### src/rtl/armleo_axi_read_router.sv
// AXI4 read-channel router: decodes AR addresses onto client ports with one transaction in flight.
// Addresses outside every region are answered locally with a DECERR burst.
//
// state  | meaning
// IDLE   | no transaction in flight; AR decoded and passed through
// ACTIVE | R beats forwarded from client sel_idx until its rlast handshake
// DECERR | local DECERR beats, beat_cnt counts the remaining beats
module armleo_axi_read_router #(
    parameter int CLIENT_NUMBER = 2,
    parameter int ADDR_WIDTH = 32,
    parameter int DATA_WIDTH = 32,
    parameter int ID_WIDTH = 4,
    parameter logic [CLIENT_NUMBER*ADDR_WIDTH-1:0] REGION_BASE = {32'h4000_0000, 32'h0000_0000},
    parameter logic [CLIENT_NUMBER*ADDR_WIDTH-1:0] REGION_MASK = {32'hC000_0000, 32'hC000_0000}
) (
    input  logic                              clk,
    input  logic                              rst_n,

    input  logic                              upstream_axi_arvalid,
    output logic                              upstream_axi_arready,
    input  logic [ADDR_WIDTH-1:0]             upstream_axi_araddr,
    input  logic [7:0]                        upstream_axi_arlen,
    input  logic [2:0]                        upstream_axi_arsize,
    input  logic [1:0]                        upstream_axi_arburst,
    input  logic [ID_WIDTH-1:0]               upstream_axi_arid,
    input  logic                              upstream_axi_arlock,
    input  logic [2:0]                        upstream_axi_arprot,

    output logic                              upstream_axi_rvalid,
    input  logic                              upstream_axi_rready,
    output logic [1:0]                        upstream_axi_rresp,
    output logic                              upstream_axi_rlast,
    output logic [DATA_WIDTH-1:0]             upstream_axi_rdata,
    output logic [ID_WIDTH-1:0]               upstream_axi_rid,

    output logic [CLIENT_NUMBER-1:0]          downstream_axi_arvalid,
    input  logic [CLIENT_NUMBER-1:0]          downstream_axi_arready,
    output logic [CLIENT_NUMBER*ADDR_WIDTH-1:0] downstream_axi_araddr,
    output logic [CLIENT_NUMBER*8-1:0]        downstream_axi_arlen,
    output logic [CLIENT_NUMBER*3-1:0]        downstream_axi_arsize,
    output logic [CLIENT_NUMBER*2-1:0]        downstream_axi_arburst,
    output logic [CLIENT_NUMBER*ID_WIDTH-1:0] downstream_axi_arid,
    output logic [CLIENT_NUMBER-1:0]          downstream_axi_arlock,
    output logic [CLIENT_NUMBER*3-1:0]        downstream_axi_arprot,

    input  logic [CLIENT_NUMBER-1:0]          downstream_axi_rvalid,
    output logic [CLIENT_NUMBER-1:0]          downstream_axi_rready,
    input  logic [CLIENT_NUMBER*2-1:0]        downstream_axi_rresp,
    input  logic [CLIENT_NUMBER-1:0]          downstream_axi_rlast,
    input  logic [CLIENT_NUMBER*DATA_WIDTH-1:0] downstream_axi_rdata,
    input  logic [CLIENT_NUMBER*ID_WIDTH-1:0] downstream_axi_rid
);

    localparam int IDX_W = (CLIENT_NUMBER > 1) ? $clog2(CLIENT_NUMBER) : 1;

    typedef enum logic [1:0] {IDLE, ACTIVE, DECERR} state_t;

    state_t              state;
    logic [IDX_W-1:0]    sel_idx;
    logic [7:0]          beat_cnt;
    logic [ID_WIDTH-1:0] err_id;

    logic                hit_any;
    logic [IDX_W-1:0]    dec_idx;

    assign downstream_axi_araddr  = {CLIENT_NUMBER{upstream_axi_araddr}};
    assign downstream_axi_arlen   = {CLIENT_NUMBER{upstream_axi_arlen}};
    assign downstream_axi_arsize  = {CLIENT_NUMBER{upstream_axi_arsize}};
    assign downstream_axi_arburst = {CLIENT_NUMBER{upstream_axi_arburst}};
    assign downstream_axi_arid    = {CLIENT_NUMBER{upstream_axi_arid}};
    assign downstream_axi_arlock  = {CLIENT_NUMBER{upstream_axi_arlock}};
    assign downstream_axi_arprot  = {CLIENT_NUMBER{upstream_axi_arprot}};

    // Scan from the top so the lowest matching region is the one left in dec_idx.
    always_comb begin
        hit_any = 1'b0;
        dec_idx = '0;
        for (int k = CLIENT_NUMBER - 1; k >= 0; k--) begin
            if ((upstream_axi_araddr & REGION_MASK[k*ADDR_WIDTH +: ADDR_WIDTH])
                    == REGION_BASE[k*ADDR_WIDTH +: ADDR_WIDTH]) begin
                hit_any = 1'b1;
                dec_idx = IDX_W'(k);
            end
        end
    end

    always_comb begin
        downstream_axi_arvalid = '0;
        downstream_axi_rready  = '0;
        upstream_axi_arready   = 1'b0;
        upstream_axi_rvalid    = 1'b0;
        upstream_axi_rresp     = 2'b00;
        upstream_axi_rlast     = 1'b0;
        upstream_axi_rdata     = '0;
        upstream_axi_rid       = '0;
        case (state)
            IDLE: begin
                if (hit_any) begin
                    for (int k = 0; k < CLIENT_NUMBER; k++) begin
                        if (IDX_W'(k) == dec_idx) begin
                            downstream_axi_arvalid[k] = upstream_axi_arvalid;
                            upstream_axi_arready      = downstream_axi_arready[k];
                        end
                    end
                end else begin
                    upstream_axi_arready = upstream_axi_arvalid;
                end
            end
            ACTIVE: begin
                for (int k = 0; k < CLIENT_NUMBER; k++) begin
                    if (IDX_W'(k) == sel_idx) begin
                        upstream_axi_rvalid      = downstream_axi_rvalid[k];
                        upstream_axi_rresp       = downstream_axi_rresp[k*2 +: 2];
                        upstream_axi_rlast       = downstream_axi_rlast[k];
                        upstream_axi_rdata       = downstream_axi_rdata[k*DATA_WIDTH +: DATA_WIDTH];
                        upstream_axi_rid         = downstream_axi_rid[k*ID_WIDTH +: ID_WIDTH];
                        downstream_axi_rready[k] = upstream_axi_rready;
                    end
                end
            end
            DECERR: begin
                upstream_axi_rvalid = 1'b1;
                upstream_axi_rresp  = 2'b11;
                upstream_axi_rlast  = (beat_cnt == 8'd0);
                upstream_axi_rid    = err_id;
            end
            default: ;
        endcase
    end

    always_ff @(posedge clk) begin
        if (!rst_n) begin
            state    <= IDLE;
            sel_idx  <= '0;
            beat_cnt <= 8'd0;
            err_id   <= '0;
        end else begin
            case (state)
                IDLE: begin
                    if (upstream_axi_arvalid && upstream_axi_arready) begin
                        if (hit_any) begin
                            sel_idx <= dec_idx;
                            state   <= ACTIVE;
                        end else begin
                            beat_cnt <= upstream_axi_arlen;
                            err_id   <= upstream_axi_arid;
                            state    <= DECERR;
                        end
                    end
                end
                ACTIVE: begin
                    if (upstream_axi_rvalid && upstream_axi_rready && upstream_axi_rlast)
                        state <= IDLE;
                end
                DECERR: begin
                    if (upstream_axi_rready) begin
                        if (beat_cnt == 8'd0)
                            state <= IDLE;
                        else
                            beat_cnt <= beat_cnt - 8'd1;
                    end
                end
                default: state <= IDLE;
            endcase
        end
    end

    // Withdrawing arvalid before the handshake is an AXI protocol violation from the host.
    ar_hold: assert property (@(posedge clk) disable iff (!rst_n)
        (state == IDLE && upstream_axi_arvalid && !upstream_axi_arready) |=> upstream_axi_arvalid);

endmodule

### config.mk
export PLATFORM = sky130hd
export DESIGN_NAME = armleo_axi_read_router
export DESIGN_NICKNAME = d
export VERILOG_FILES = /design/src/rtl/armleo_axi_read_router.sv
export SDC_FILE = /design/constraint.sdc
export NUM_CORES = 1
export LEC_CHECK = 0
export CORE_AREA = 10 10 103 105
export CTS_CLUSTER_DIAMETER = 30
export DETAILED_ROUTE_END_ITERATION = 8
export DIE_AREA = 0 0 113 115
export DONT_BUFFER_PORTS = 1
export MAX_ROUTING_LAYER = met4
export PLACE_DENSITY = 0.41
export SLEW_MARGIN = 20
export SYNTH_ARGS = -nofsm -noshare
export SYNTH_HDL_FRONTEND = slang
export SYNTH_SLANG_ARGS = --single-unit
### constraint.sdc
create_clock -name clk -period 2.3 [get_ports clk]
set_clock_uncertainty 0.05 [all_clocks]
set_input_delay 0.345 -clock clk [delete_from_list [all_inputs] [get_ports clk]]
set_output_delay 0.345 -clock clk [all_outputs]
set_load 0.005 [all_outputs]
# Yosys cells after proc, flatten, opt, wreduce, memory -nomap -nowiden
# Index checks and enable logic that the tools add are counted.
dict set report word_totals {
  ff_bits 15
  in_bits 139
  wordCells 60
}
dict set report classes {
  add_sub_neg 1
  n_eq_ne 9
  muxes 34
  bitwise 1
  reduce_logical 11
}
# op count
set op_table {}
lappend op_table {{32-bit two-way mux} 2}
lappend op_table {{32-bit zero test} 1}
lappend op_table {{8-bit two-way mux} 4}
lappend op_table {{2-bit two-way mux} 9}
lappend op_table {{8-bit one-hot mux with 2 select lines} 1}
lappend op_table {{1-bit two-way mux} 12}
lappend op_table {{2-bit != test (second input constant)} 6}
lappend op_table {{8-bit zero test} 1}
lappend op_table {{4-bit one-hot mux with 2 select lines} 1}
lappend op_table {{8-bit by 1-bit subtractor with 8-bit output (second input constant)} 1}
lappend op_table {{2-bit one-hot mux with 3 select lines} 1}
lappend op_table {{3-bit AND reduction} 2}
lappend op_table {{5-bit AND reduction} 1}
lappend op_table {{2-bit by 1-bit equality test with 1-bit output (second input constant)} 2}
lappend op_table {{4-bit two-way mux} 1}
lappend op_table {{1-bit one-hot mux with 2 select lines} 2}
lappend op_table {{2-bit one-hot mux with 2 select lines} 1}
lappend op_table {{4-bit AND reduction} 1}
lappend op_table {{1-bit logical AND} 3}
lappend op_table {{2-bit equality test (second input constant)} 1}
lappend op_table {{2-bit zero test} 1}
lappend op_table {{2-bit nonzero test} 1}
lappend op_table {{1-bit inverter} 1}

# Depth between registers and ports, before layout
dict set report logic_depth {
  word_depth 9
  ltp_mapped 8
}

# Worst setup path after synthesis
# OpenSTA, ideal clock, no wires.
dict set report synth_path {
  path_type {reg-to-reg}
  start {register beat_cnt[0]}
  end {register state[0]}
  arrival_time_ns 1.755
  t_required_ns 2.131
  path_slack_ns 0.375
  stages_incl_launch_ff 7
  n_path_buf 0
  period_less_slack_ns 1.925
  path_cell_list {dfxtp_1 inv_1 ha_1 nor4bb_1 a211oi_1 or4b_1 mux2i_1}
}
dict set report synth_between {
  elab_chain_cells 5
  word_cells_on_any_way 6
  classes_between {eq/ne (2); mux (1); reduce/logical (3)}
}
# item line
set synth_rtl {}
lappend synth_rtl {{start, declared} 60} ;# logic [7:0] beat_cnt;
lappend synth_rtl {{start signal, assigned} 145} ;# beat_cnt <= upstream_axi_arlen;
lappend synth_rtl {{start signal, assigned} 160} ;# beat_cnt <= beat_cnt - 8'd1;
lappend synth_rtl {{8-bit zero test (*)} {124, 157}}
lappend synth_rtl {{1-bit one-hot mux with 2 select lines} 96} ;# case (state)
lappend synth_rtl {{1-bit logical AND} 152} ;# if (upstream_axi_rvalid && upstream_axi_rready && upstream_axi_rlast)
lappend synth_rtl {{2-bit != test (no line)} --}
lappend synth_rtl {{4-bit AND reduction (no line) (*)} --}
lappend synth_rtl {{end signal, assigned} 153} ;# state <= IDLE;
lappend synth_rtl {{end signal, assigned} 158} ;# state <= IDLE;
lappend synth_rtl {{end signal, assigned} 163} ;# default: state <= IDLE;
lappend synth_rtl {{end, declared} 58} ;# state_t state;
# Mark *: on every way between the ends. The rest lies on a longest branch, timed or not.
# A chain may end at the register's enable or synchronous reset.

# Worst setup path after layout
dict set report layout_path {
  start {register beat_cnt[0]}
  end {output upstream_axi_rlast}
}
dict set report layout_between {
  elab_chain_cells 2
}
# item line
set layout_rtl {}
lappend layout_rtl {{8-bit zero test} 124} ;# upstream_axi_rlast = (beat_cnt == 8'd0);
lappend layout_rtl {{1-bit one-hot mux with 2 select lines} 96}
lappend layout_rtl {{end, declared} 32} ;# output logic upstream_axi_rlast,
# Every way passes these cells.

==> results_dict.tcl <==
set metrics [dict create \
    cts_tree "done" \
    report.final.slew_viol_count 0 \
    synth_area_leaders "buf_4 32%, mux2i_1 18%, dfxtp_1 12%, nor2_1 6.4%, ha_1 2.5%" \
    grt_max_degree 26 \
    synth-seq-area-share 0.121 \
    cp.required_ns 1.90 \
    initial_core_util 0.289 \
    max_cap_viol_count 0 \
    clkSinkCount 15 \
    crit_arrival_ns 1.73 \
    slew_headroom 0.630 \
    drive_gt1_frac 0.0969 \
    portBuffers 0 \
    synth_edf_count 0 \
    row_count 34 \
    io_pins 290 \
    finalInstanceArea_mm2 0.00190 \
    worst_slack_ns 0.178 \
    cts.repair.resized 0 \
    period_needed_ns 2.12 \
    r2r_cells 6 \
    syn_nets 476 \
    worst_setup_path_end_kind "primary output" \
    vias 1769 \
    num_antenna_cells 0 \
    grt_pass1_vias 1927 \
    synthCells 332 \
    r2r-end "state[0]$_SDFFE_PN0P_" \
    drc 0 \
    die_w_um 113 \
    numCtsBuffers 3 \
    synth_top_area_cell "buf_4" \
    async_reset_ff_frac 0 \
    clkTransAtPathRegs_ns 0.06 \
    placed_cell_area_mm2 0.00184 \
    cts_root_buf "clkbuf_8" \
    cts_max_path_buffers 2 \
    hold_path.class "input port to flop" \
    path_max_fanout 5 \
    dpl_worst_slack_ns 0.183 \
    grt_usage 0.117 \
    fmax_ghz 0.471 \
    ctsHtreeMaxLevel 1 \
    period_share 0.923 \
    r2r-start "state[0]$_SDFFE_PN0P_" \
    nFillCells 954 \
    syn_area_mm2 0.00247 \
    setup_viol_count_final 0 \
    hold_viol 0 \
    worstMarginPinSlew_ns 0.547 \
    startpoint_type "flop" \
    core_area_mm2 0.00855 \
    dieArea_mm2 0.0130 \
    utilization 0.222 \
    hpwl_um 7050 \
    fin_nets 372 \
    ir_drop_uv 244 \
    hold_buffers 0 \
    powerDensity_mw_per_mm2 897 \
    path_class "flop to primary output" \
    yosys_warnings 0 \
    critPathLaunch "beat_cnt[0]$_SDFFE_PN0P_" \
    ant_nets 0 \
    synth.ff_latch_count 15 \
    timing.setup.tns_ns 0 \
    synth.top_cell.area_share 0.322 \
    grt_overflow 0 \
    status "finished, final reports clean" \
    crit_path_end "upstream_axi_rlast" \
    ys.flop_type "dfxtp_1" \
    post_drt_wl_per_cell_um 24.3 \
    totalPowerFinal_uw 1700 \
    wl_um 8130 \
    place_congestion 0.774 \
    antenna_found_initial 0 \
    drt_iter0_drc 64 \
    cts_setup_buffers 0 \
    dr.pass1.iters 4 \
    viasPerCell 5.28 \
    rsz0062_at_grt "false" \
    clk_latency_ns 0.25 \
    die_y_um 115 \
    avgSynthCellArea_um2 7.45 \
    grt_pass1_wl_um 11800 \
    cellLeakagePower_uw 0.000655 \
    rrSetupSlack_ns 0.25 \
    syn2layout_area_growth_pct -23.2 \
    yosysUniqueCellTypes 43 \
]
## registers in the layout (all words and copies together) (netlist names)
register	cells
state	2
sel_idx	1
beat_cnt	8
err_id	4
## cell usage in the layout (no fill, tap or decap), types with 2 or more instances in the layout
cell	instances
buf_4	11
a211oi_1	2
a32o_1	3
clkbuf_8	3
ha_1	5
nand2_1	16
mux2i_1	45
and2_1	8
mux2_2	4
a22o_1	2
nor4_1	3
dfxtp_1	14
and3_1	4
a21oi_1	5
nor3_1	5
inv_1	9
nor2b_1	3
nand2b_1	2
nor4b_1	2
nand3_1	6
o21ai_1	2
o21ai_0	10
nand4_1	2
nor2_1	42
## where the power goes
| part | total [µW] | switching, µW | internal, µW |
|---|---|---|---|
| Sequential | 398 | 77.6 | 320 |
| Clock | 219 | 96.4 | 123 |
| Combinational | 1090 | 637 | 449 |
| Total | 1700 | 811 | 892 |
## worst max-delay path, cell delays in order (launching register included)
cell and delay (ns):
dfxtp_1 0.35, inv_1 0.11, ha_1 0.24, nor4bb_4 0.36
nand2_1 0.10, a21boi_0 0.18, buf_4 0.14
## synth_stat cells (all sizes together) (3+ instances only)
library cell  number
a21oi              5
a32o               3
and2               8
and3               4
buf              111
clkbuf             9
dfxtp             15
ha                 5
inv               10
mux2               4
mux2i             45
nand2             16
nand3              6
nor2              42
nor2b              3
nor3               5
nor4               4
o21ai             12
## worst min path at each step
stage	endpoint	start	slack [ns]	cells past startpoint
floorplan	state[1]$_SDFFE_PN0P_	state[1]$_SDFFE_PN0P_	0.40	2
global placement	state[1]$_SDFFE_PN0P_	state[1]$_SDFFE_PN0P_	0.42	2
detailed placement	state[1]$_SDFFE_PN0P_	state[1]$_SDFFE_PN0P_	0.43	2
CTS	err_id[0]$_SDFFE_PN0P_	upstream_axi_arid[0]	0.19	2
global route	err_id[0]$_SDFFE_PN0P_	upstream_axi_arid[0]	0.19	2
finish	err_id[0]$_SDFFE_PN0P_	upstream_axi_arid[0]	0.19	2
## kinds of logic (layout without fill, tap and decap cells)
group / count (synthesis) / count (layout) / synth area share
buffers and inverters: 130 / 25 / 0.360
AND/OR/NAND/NOR: 97 / 97 / 0.193
multiplexers: 49 / 49 / 0.200
AO/OA/AOI/OAI: 36 / 36 / 0.0992
flip-flops: 15 / 15 / 0.121
adder cells (fa/ha/maj): 5 / 5 / 0.0253
## cell type report
cell class | instances | area (µm²) | area share
clock buffer | 4 | 45.0 | 0.0237
tap | 108 | 135 | 0.0712
sequential | 15 | 302 | 0.159
timing repair buffer | 11 | 82.6 | 0.0435
inverter | 10 | 37.5 | 0.0198
multi-input combinational | 187 | 1300 | 0.683
## routing by layer
metal | vias to the layer above | part of all wire | wire length (µm) | track usage
met2 | 153 | 0.50 | 4090 | 0.199
met3 | 5 | 0.13 | 1040 | 0.0724
met1 | 799 | 0.36 | 2960 | 0.114
li1 | 812 | - | - | -
met5 | - | 0 | 0 | -
met4 | 0 | 0.0058 | 47 | 0.0152
## stage by stage
| step | instances | hold slack [ns] |
|---|---|---|
| floorplan | 332 | 0.405 |
| finish | 335 | 0.193 |
| detailed placement | 331 | 0.429 |
| global placement | 331 | 0.421 |
| CTS | 335 | 0.188 |
| global route | 335 | 0.189 |
Power figures use the tool's default switching activity.
